[config.mk]
export PLATFORM = sky130hd
export DESIGN_NAME = dmem_stall_ctrl_flat
export DESIGN_NICKNAME = d
export VERILOG_FILES = /design/src/rtl/dmem_pkg.sv /design/src/rtl/dmem_stall_ctrl_if.sv /design/src/rtl/dmem_bytelane_ram.sv /design/src/rtl/dmem_stall_ctrl.sv /design/src/flat_wrapper.sv
export SDC_FILE = /design/constraint.sdc
export NUM_CORES = 2
export LEC_CHECK = 0
export CORE_MARGIN = 10
export CORE_UTILIZATION = 55
export DETAILED_ROUTE_END_ITERATION = 7
export HOLD_SLACK_MARGIN = 0.06
export PLACE_DENSITY = 0.74
export SLEW_MARGIN = 10
export SYNTH_ARGS = -nofsm -noshare
export SYNTH_HDL_FRONTEND = slang
export SYNTH_HIERARCHICAL = 1
export SYNTH_SLANG_ARGS = --single-unit
[constraint.sdc]
create_clock -name clk -period 2.5 [get_ports clk]
set_input_delay 0.5 -clock clk [delete_from_list [all_inputs] [get_ports clk]]
set_output_delay 0.5 -clock clk [all_outputs]
set_load 0.005 [all_outputs]
[src/rtl/dmem_pkg.sv]
// Shared types and helpers for the latency-programmable data memory.
package dmem_pkg;

    typedef enum logic [1:0] {
        IDLE = 2'd0,
        WAIT = 2'd1,
        DONE = 2'd2
    } dmem_state_t;

    // Byte geometry of the default 32-bit word.
    localparam int WORD_BYTES = 4;
    localparam int OFFS_W     = 2;

    function automatic int word_bytes(input int data_w);
        return data_w / 8;
    endfunction

    function automatic int offs_w(input int data_w);
        return $clog2(data_w / 8);
    endfunction

endpackage

[src/rtl/dmem_stall_ctrl_if.sv]
// Request/response/stall bundle between the MEM stage and the data memory.
interface dmem_stall_ctrl_if #(
    parameter int DATA_W = 32,
    parameter int ADDR_W = 32,
    parameter int CNT_W  = 16
);
    logic                  req_valid;
    logic                  req_we;
    logic [ADDR_W-1:0]     req_addr;
    logic [DATA_W-1:0]     req_wdata;
    logic [DATA_W/8-1:0]   req_be;
    logic                  stall;
    logic                  rsp_valid;
    logic [DATA_W-1:0]     rsp_rdata;
    logic                  rsp_err;
    logic [CNT_W-1:0]      stall_count;

    modport master (
        output req_valid, req_we, req_addr, req_wdata, req_be,
        input  stall, rsp_valid, rsp_rdata, rsp_err, stall_count
    );

    modport slave (
        input  req_valid, req_we, req_addr, req_wdata, req_be,
        output stall, rsp_valid, rsp_rdata, rsp_err, stall_count
    );
endinterface

[src/rtl/dmem_bytelane_ram.sv]
// Word-organised RAM: synchronous byte-lane writes, asynchronous read.
module dmem_bytelane_ram #(
    parameter int  DATA_W      = 32,
    parameter int  DEPTH_WORDS = 64,
    localparam int IDX_W       = (DEPTH_WORDS > 1) ? $clog2(DEPTH_WORDS) : 1,
    localparam int NB          = DATA_W / 8
) (
    input  logic              clk,
    input  logic              we_i,
    input  logic [IDX_W-1:0]  idx_i,
    input  logic [NB-1:0]     be_i,
    input  logic [DATA_W-1:0] wdata_i,
    output logic [DATA_W-1:0] rdata_o
);
    logic [DATA_W-1:0] mem_q [DEPTH_WORDS];

    always_ff @(posedge clk) begin
        if (we_i) begin
            for (int b = 0; b < NB; b++) begin
                if (be_i[b]) begin
                    mem_q[idx_i][b*8 +: 8] <= wdata_i[b*8 +: 8];
                end
            end
        end
    end

    assign rdata_o = mem_q[idx_i];
endmodule

[src/rtl/dmem_stall_ctrl.sv]
// MEM-stage data memory with programmable access latency, fault reporting
// and a stall line into the hazard unit. One outstanding request at a time.
module dmem_stall_ctrl
    import dmem_pkg::*;
#(
    parameter int DATA_W      = 32,
    parameter int ADDR_W      = 32,
    parameter int DEPTH_WORDS = 64,
    parameter int LATENCY     = 2,
    parameter int CNT_W       = 16
) (
    input  logic              clk,
    input  logic              reset,
    dmem_stall_ctrl_if.slave  bus
);
    localparam int NB    = word_bytes(DATA_W);
    localparam int OW    = offs_w(DATA_W);
    localparam int IX_W  = ADDR_W - OW;
    localparam int IDX_W = (DEPTH_WORDS > 1) ? $clog2(DEPTH_WORDS) : 1;
    localparam int CW    = (LATENCY > 2) ? $clog2(LATENCY) : 1;

    if (LATENCY < 1) begin : g_bad_latency
        $error("dmem_stall_ctrl: LATENCY must be >= 1");
    end
    if ((DATA_W % 8) != 0) begin : g_bad_width
        $error("dmem_stall_ctrl: DATA_W must be a multiple of 8");
    end

    dmem_state_t       state_q, state_d;
    logic [CW-1:0]     cnt_q, cnt_d;
    logic [CNT_W-1:0]  stall_count_q, stall_count_d;
    logic              we_q, we_d;
    logic [IDX_W-1:0]  idx_q, idx_d;
    logic [DATA_W-1:0] wdata_q, wdata_d;
    logic [NB-1:0]     be_q, be_d;
    logic              err_q, err_d;
    logic [DATA_W-1:0] rdata_q, rdata_d;

    logic              stall;
    logic              ram_we;
    logic [DATA_W-1:0] ram_rdata;
    logic [IX_W-1:0]   req_ix;
    logic              req_fault;

    // Misalignment only faults loads and full-word stores; partial stores
    // may legally carry a nonzero byte offset.
    assign req_ix    = bus.req_addr[ADDR_W-1:OW];
    assign req_fault = (req_ix >= IX_W'(DEPTH_WORDS)) ||
                       ((|bus.req_addr[OW-1:0]) && (!bus.req_we || (&bus.req_be)));

    always_comb begin
        state_d       = state_q;
        cnt_d         = cnt_q;
        we_d          = we_q;
        idx_d         = idx_q;
        wdata_d       = wdata_q;
        be_d          = be_q;
        err_d         = err_q;
        rdata_d       = rdata_q;
        stall         = 1'b0;
        ram_we        = 1'b0;

        case (state_q)
            IDLE: begin
                stall = bus.req_valid;
                if (bus.req_valid) begin
                    we_d    = bus.req_we;
                    idx_d   = req_ix[IDX_W-1:0];
                    wdata_d = bus.req_wdata;
                    be_d    = bus.req_be;
                    err_d   = req_fault;
                    cnt_d   = CW'(LATENCY - 1);
                    state_d = WAIT;
                end
            end
            WAIT: begin
                stall = 1'b1;
                if (cnt_q == '0) begin
                    ram_we  = we_q && !err_q;
                    rdata_d = (we_q || err_q) ? '0 : ram_rdata;
                    state_d = DONE;
                end else begin
                    cnt_d = cnt_q - 1'b1;
                end
            end
            DONE: begin
                state_d = IDLE;
            end
            default: begin
                state_d = IDLE;
            end
        endcase

        stall_count_d = stall_count_q;
        if (stall && (stall_count_q != '1)) begin
            stall_count_d = stall_count_q + 1'b1;
        end
    end

    always_ff @(posedge clk) begin
        if (!reset) begin
            state_q       <= IDLE;
            cnt_q         <= '0;
            stall_count_q <= '0;
        end else begin
            state_q       <= state_d;
            cnt_q         <= cnt_d;
            stall_count_q <= stall_count_d;
        end
    end

    always_ff @(posedge clk) begin
        we_q    <= we_d;
        idx_q   <= idx_d;
        wdata_q <= wdata_d;
        be_q    <= be_d;
        err_q   <= err_d;
        rdata_q <= rdata_d;
    end

    // A reset landing on the access cycle must not let the write through.
    dmem_bytelane_ram #(
        .DATA_W      (DATA_W),
        .DEPTH_WORDS (DEPTH_WORDS)
    ) u_ram (
        .clk     (clk),
        .we_i    (ram_we && reset),
        .idx_i   (idx_q),
        .be_i    (be_q),
        .wdata_i (wdata_q),
        .rdata_o (ram_rdata)
    );

    assign bus.stall       = stall;
    assign bus.rsp_valid   = (state_q == DONE);
    assign bus.rsp_rdata   = (state_q == DONE) ? rdata_q : '0;
    assign bus.rsp_err     = (state_q == DONE) && err_q;
    assign bus.stall_count = stall_count_q;
endmodule
[src/flat_wrapper.sv]
// flat-port wrapper written by rule: the top's interface ports become plain ports
module dmem_stall_ctrl_flat import dmem_pkg::*;
#(
    parameter int DATA_W      = 32,
    parameter int ADDR_W      = 32,
    parameter int DEPTH_WORDS = 64,
    parameter int LATENCY     = 2,
    parameter int CNT_W       = 16
)
  (clk, reset, bus_req_valid, bus_req_we, bus_req_addr, bus_req_wdata, bus_req_be, bus_stall, bus_rsp_valid, bus_rsp_rdata, bus_rsp_err, bus_stall_count);
  dmem_stall_ctrl_if #(.DATA_W(DATA_W), .ADDR_W(ADDR_W), .CNT_W(CNT_W)) bus_i ();
  input  logic clk;
  input  logic reset;
  input wire logic [$bits(bus_i.req_valid)-1:0] bus_req_valid;
  input wire logic [$bits(bus_i.req_we)-1:0] bus_req_we;
  input wire logic [$bits(bus_i.req_addr)-1:0] bus_req_addr;
  input wire logic [$bits(bus_i.req_wdata)-1:0] bus_req_wdata;
  input wire logic [$bits(bus_i.req_be)-1:0] bus_req_be;
  output wire logic [$bits(bus_i.stall)-1:0] bus_stall;
  output wire logic [$bits(bus_i.rsp_valid)-1:0] bus_rsp_valid;
  output wire logic [$bits(bus_i.rsp_rdata)-1:0] bus_rsp_rdata;
  output wire logic [$bits(bus_i.rsp_err)-1:0] bus_rsp_err;
  output wire logic [$bits(bus_i.stall_count)-1:0] bus_stall_count;
  assign bus_i.req_valid = bus_req_valid;
  assign bus_i.req_we = bus_req_we;
  assign bus_i.req_addr = bus_req_addr;
  assign bus_i.req_wdata = bus_req_wdata;
  assign bus_i.req_be = bus_req_be;
  assign bus_stall = bus_i.stall;
  assign bus_rsp_valid = bus_i.rsp_valid;
  assign bus_rsp_rdata = bus_i.rsp_rdata;
  assign bus_rsp_err = bus_i.rsp_err;
  assign bus_stall_count = bus_i.stall_count;
  dmem_stall_ctrl #(.DATA_W(DATA_W), .ADDR_W(ADDR_W), .DEPTH_WORDS(DEPTH_WORDS), .LATENCY(LATENCY), .CNT_W(CNT_W)) u_core (.clk(clk), .reset(reset), .bus(bus_i));
endmodule
==> flow_metrics.py <==
metrics = {
    "run_status": {
        "status": "finished, violations left",
        "violations": "setup timing",
    },
    "synth": {
        "number_of_distinct_library_cells_after_synthesis": 64,
        "syn_avg_cell_area_um2": 16.8,
        "post_synth_arst_share_pct": 0,
        "postSynthNetCount": 4956,
        "post_synthesis_cell_area_um2": 82200,
        "synth.yosys.seq_area_share_pct": 78.1,
        "dominantRegCellSynth": "sky130_fd_sc_hd__edfxtp_1",
        "synth_area_leaders": "sky130_fd_sc_hd__edfxtp_1, sky130_fd_sc_hd__a221oi_1, sky130_fd_sc_hd__a22oi_1, sky130_fd_sc_hd__nor2_1, sky130_fd_sc_hd__mux2i_1",
        "post_synth_inst_count": 4883,
        "netlist.top_cell.by_area": "sky130_fd_sc_hd__edfxtp_1",
        "synth-edff-count": 2124,
        "yosysWarnings": 6,
        "ys_seq_elements": 2143,
        "synth_top_area_share_pct": 77.6,
    },
    "finish": {
        "layout-drive-gt1-share_pct": 33.4,
        "final_core_utilization_pct": 70.9,
        "fillerInstances": 8506,
        "areaGrowthSynthToFinish_pct": 27.8,
        "layout.cells.most_common": "sky130_fd_sc_hd__edfxtp_1",
        "final_cell_mix": "sky130_fd_sc_hd__edfxtp_1, sky130_fd_sc_hd__buf_4, sky130_fd_sc_hd__nor2_1",
        "design.final.nets": 6080,
    },
    "global_route": {
        "global_route.overflow_total": 0,
        "grt_antenna_before_repair": 16,
        "grt_max_degree": 65,
        "grt_pass1_vias": 55000,
        "grt_util_all_layers_pct": 32.5,
        "grt_first_pass_wirelength_um": 388000,
    },
    "detailed_routing": {
        "post-route-drc-count": 0,
        "drt-vias-per-instance": 7.03,
        "met3WireLength_um": 46600,
        "m1WireLength_um": 91800,
        "detailroute.wirelength.met2_um": 125000,
        "drt-wirelength-per-cell_um": 34.8,
        "dr_total_vias": 57000,
        "top_layer_used": "met5",
        "totalWireLength_um": 282000,
        "antenna_violating_nets_post_route": 0,
        "drt_pre_antenna_iters": 7,
        "initialDrtViolationCount": 10400,
    },
    "sta": {
        "report.final.setup_viol": 818,
        "rsz_0062_raised_after_global_routing": "yes",
        "tightest_slew_ns": 0.998,
        "final-max-slew-violation-count": 0,
        "finClkSkew_ns": 0.0382,
        "timing.slew.headroom_pct": 33.4,
        "worst_slack_ns": -0.546,
        "finalCritPeriodShare_pct": 122,
        "finalHoldViolCount": 0,
        "maxClockFrequency_ghz": 0.328,
        "finalCriticalPeriod_ns": 3.05,
    },
    "critical_path": {
        "timing.critical_path.arrival_ns": 3.64,
        "r2r_start": "u_core/idx_q[0]",
        "worstPathRequired_ns": 3.09,
        "worst-r2r-cell-count": 12,
        "path_class": "flip-flop to flip-flop",
        "cp_max_fo": 7,
        "critical_path.startpoint_type": "flip-flop",
        "regToRegSetupSlack_ns": -0.55,
        "r2r_end": "u_core/rdata_q[18]",
        "type_of_element_capturing_the_critical_path": "flip-flop",
    },
    "die": {
        "floorplan.rows": 141,
        "floorplan.die_area_um2": 165000,
        "die_w_um": 407,
        "floorplan.core_area_um2": 148000,
        "initial_core_util_pct": 55.5,
        "chip_height_um": 407,
        "io_pins": 123,
    },
    "clocking": {
        "path_clk_slew_ns": 0.07,
        "clock_sinks": 2143,
        "insertion_delay_ns": 0.85,
        "cts-root-buf": "sky130_fd_sc_hd__clkbuf_16",
        "cts-htree-levels": 4,
        "ctsLongestPathBuffers": 3,
        "postCtsHoldBufs": 0,
        "cts_buffers": 200,
        "cts_tree": "built",
    },
    "power_and_ir_drop": {
        "vdd_ir_drop_max_mv": 0.608,
        "power_per_cell_area_nw_per_um2": 730,
        "p_leak_nw": 35.3,
        "power.total_mw": 76.7,
    },
    "hold_path": {
        "timing.hold.worst_path_depth": 1,
        "hp_class": "input pin to flip-flop",
        "min_delay_worst_endpoint": "u_core/wdata_q[3]",
        "min-delay-start": "bus_req_wdata[3]",
    },
    "placed_design": {
        "io_buffers": 122,
        "place.gp.congestion": 0.957,
        "dp_hpwl_um": 172000,
    },
    "run": {
        "cap_viol_max_count": 0,
    },
}
worst max-delay path, stage by stage (launching register included):
cell	delay (ns)
sky130_fd_sc_hd__edfxtp_1	0.46
sky130_fd_sc_hd__buf_6	0.19
sky130_fd_sc_hd__and2_4	0.19
sky130_fd_sc_hd__buf_12	0.15
sky130_fd_sc_hd__buf_12	0.15
sky130_fd_sc_hd__buf_12	0.14
sky130_fd_sc_hd__buf_6	0.13
sky130_fd_sc_hd__a221oi_4	0.29
sky130_fd_sc_hd__nor2_2	0.08
sky130_fd_sc_hd__o21ai_2	0.19
sky130_fd_sc_hd__nand4_1	0.23
sky130_fd_sc_hd__or3_4	0.45
sky130_fd_sc_hd__and2_4	0.15
cell type report:
type / instances / area, um^2 / share of cell area (%)
flip-flops and latches: 2143 / 64200 / 61.1
clock inverters: 126 / 1030 / 0.983
diodes: 4 / 10.0 / 0.00953
multi-input cells: 2354 / 19100 / 18.2
well taps: 1930 / 2410 / 2.30
clock buffers: 239 / 5220 / 4.97
inverters: 6 / 56.3 / 0.0536
repair buffers: 1302 / 13000 / 12.4
per-stage QoR:
step / area [um^2] / cells / hold WS (ns) / setup slack [ns] / setup TNS, ns
floorplan: 82200 / 4883 / 0.441 / -0.0101 / -2.58
global placement: 93900 / 7606 / 0.473 / -0.872 / -1064.17
detailed placement: 93900 / 7606 / 0.479 / -1.04 / -1111.45
CTS: 103000 / 8040 / 0.186 / -0.405 / -73.80
global route: 105000 / 8100 / 0.201 / -0.564 / -89.74
finish: 105000 / 8104 / 0.220 / -0.546 / -77.69
cell usage after synthesis (all sizes together) (12+ instances only):
| master | number |
|---|---|
| o221ai | 20 |
| a22oi | 291 |
| dfxtp | 19 |
| nor3 | 62 |
| edfxtp | 2124 |
| nand3 | 34 |
| or3 | 12 |
| o32ai | 17 |
| mux2 | 76 |
| nand4 | 26 |
| a221oi | 493 |
| mux2i | 95 |
| o21ai | 132 |
| nor4 | 12 |
| a21oi | 77 |
| clkbuf | 178 |
| nor2 | 513 |
| and2 | 75 |
| o22a | 14 |
| or4 | 18 |
| nand2 | 90 |
| o22ai | 135 |
| a211o | 13 |
| buf | 202 |
| mux4 | 42 |
metal layers:
metal	global-route usage [%]	vias to the layer above
met5	0	-
li1	-	22400
met3	12.0	1173
met2	48.8	5434
met1	41.3	28000
met4	17.1	22
kinds of logic (layout without fill, tap and decap cells):
group           count (synthesis)  after routing  synth area share [%]
buf+inv                       386           1673                  2.13
compound gates               1249           1249                  11.5
flops                        2143           2143                  78.1
simple gates                  891            891                  4.98
mux                           213            213                  3.35
other cells                     0              4                     0
fa+ha+maj                       1              1                0.0152
how the worst max path moves through the flow:
stage                                from                        end  depth (start not counted)
after detailed placement  u_core/idx_q[0]         u_core/rdata_q[24]                         10
after global placement    u_core/idx_q[0]         u_core/rdata_q[24]                         10
after floorplan           u_core/idx_q[0]  u_core/u_ram/mem_q[13][0]                          9
after global routing      u_core/idx_q[0]         u_core/rdata_q[18]                         12
after CTS                 u_core/idx_q[0]         u_core/rdata_q[17]                          9
final                     u_core/idx_q[0]         u_core/rdata_q[18]                         12
registers in the layout, indices dropped and copies added, names as in the netlist:
| signal | count |
|---|---|
| u_core/err_q | 1 |
| u_core/state_q | 2 |
| u_core/idx_q | 6 |
| u_core/we_q | 1 |
| u_core/bus.stall_count | 16 |
| u_core/be_q | 4 |
| u_core/cnt_q | 1 |
| u_core/wdata_q | 32 |
| u_core/u_ram/mem_q | 2048 |
| u_core/rdata_q | 32 |
where the power goes:
part | switching [mW] | total (mW) | internal, mW
Sequential | 0.0868 | 39.8 | 39.7
Clock | 13.2 | 29.6 | 16.4
Combinational | 4.57 | 7.36 | 2.79
Total | 17.8 | 76.7 | 58.9
timing repair:
item                                     CTS  global route
setup buffers                             59            68
gates cloned                              14             6
pin swaps                                120           160
endpoints found under the setup margin  1497          2029
resized for setup                        495           379
(Power assumes the default switching activity.)
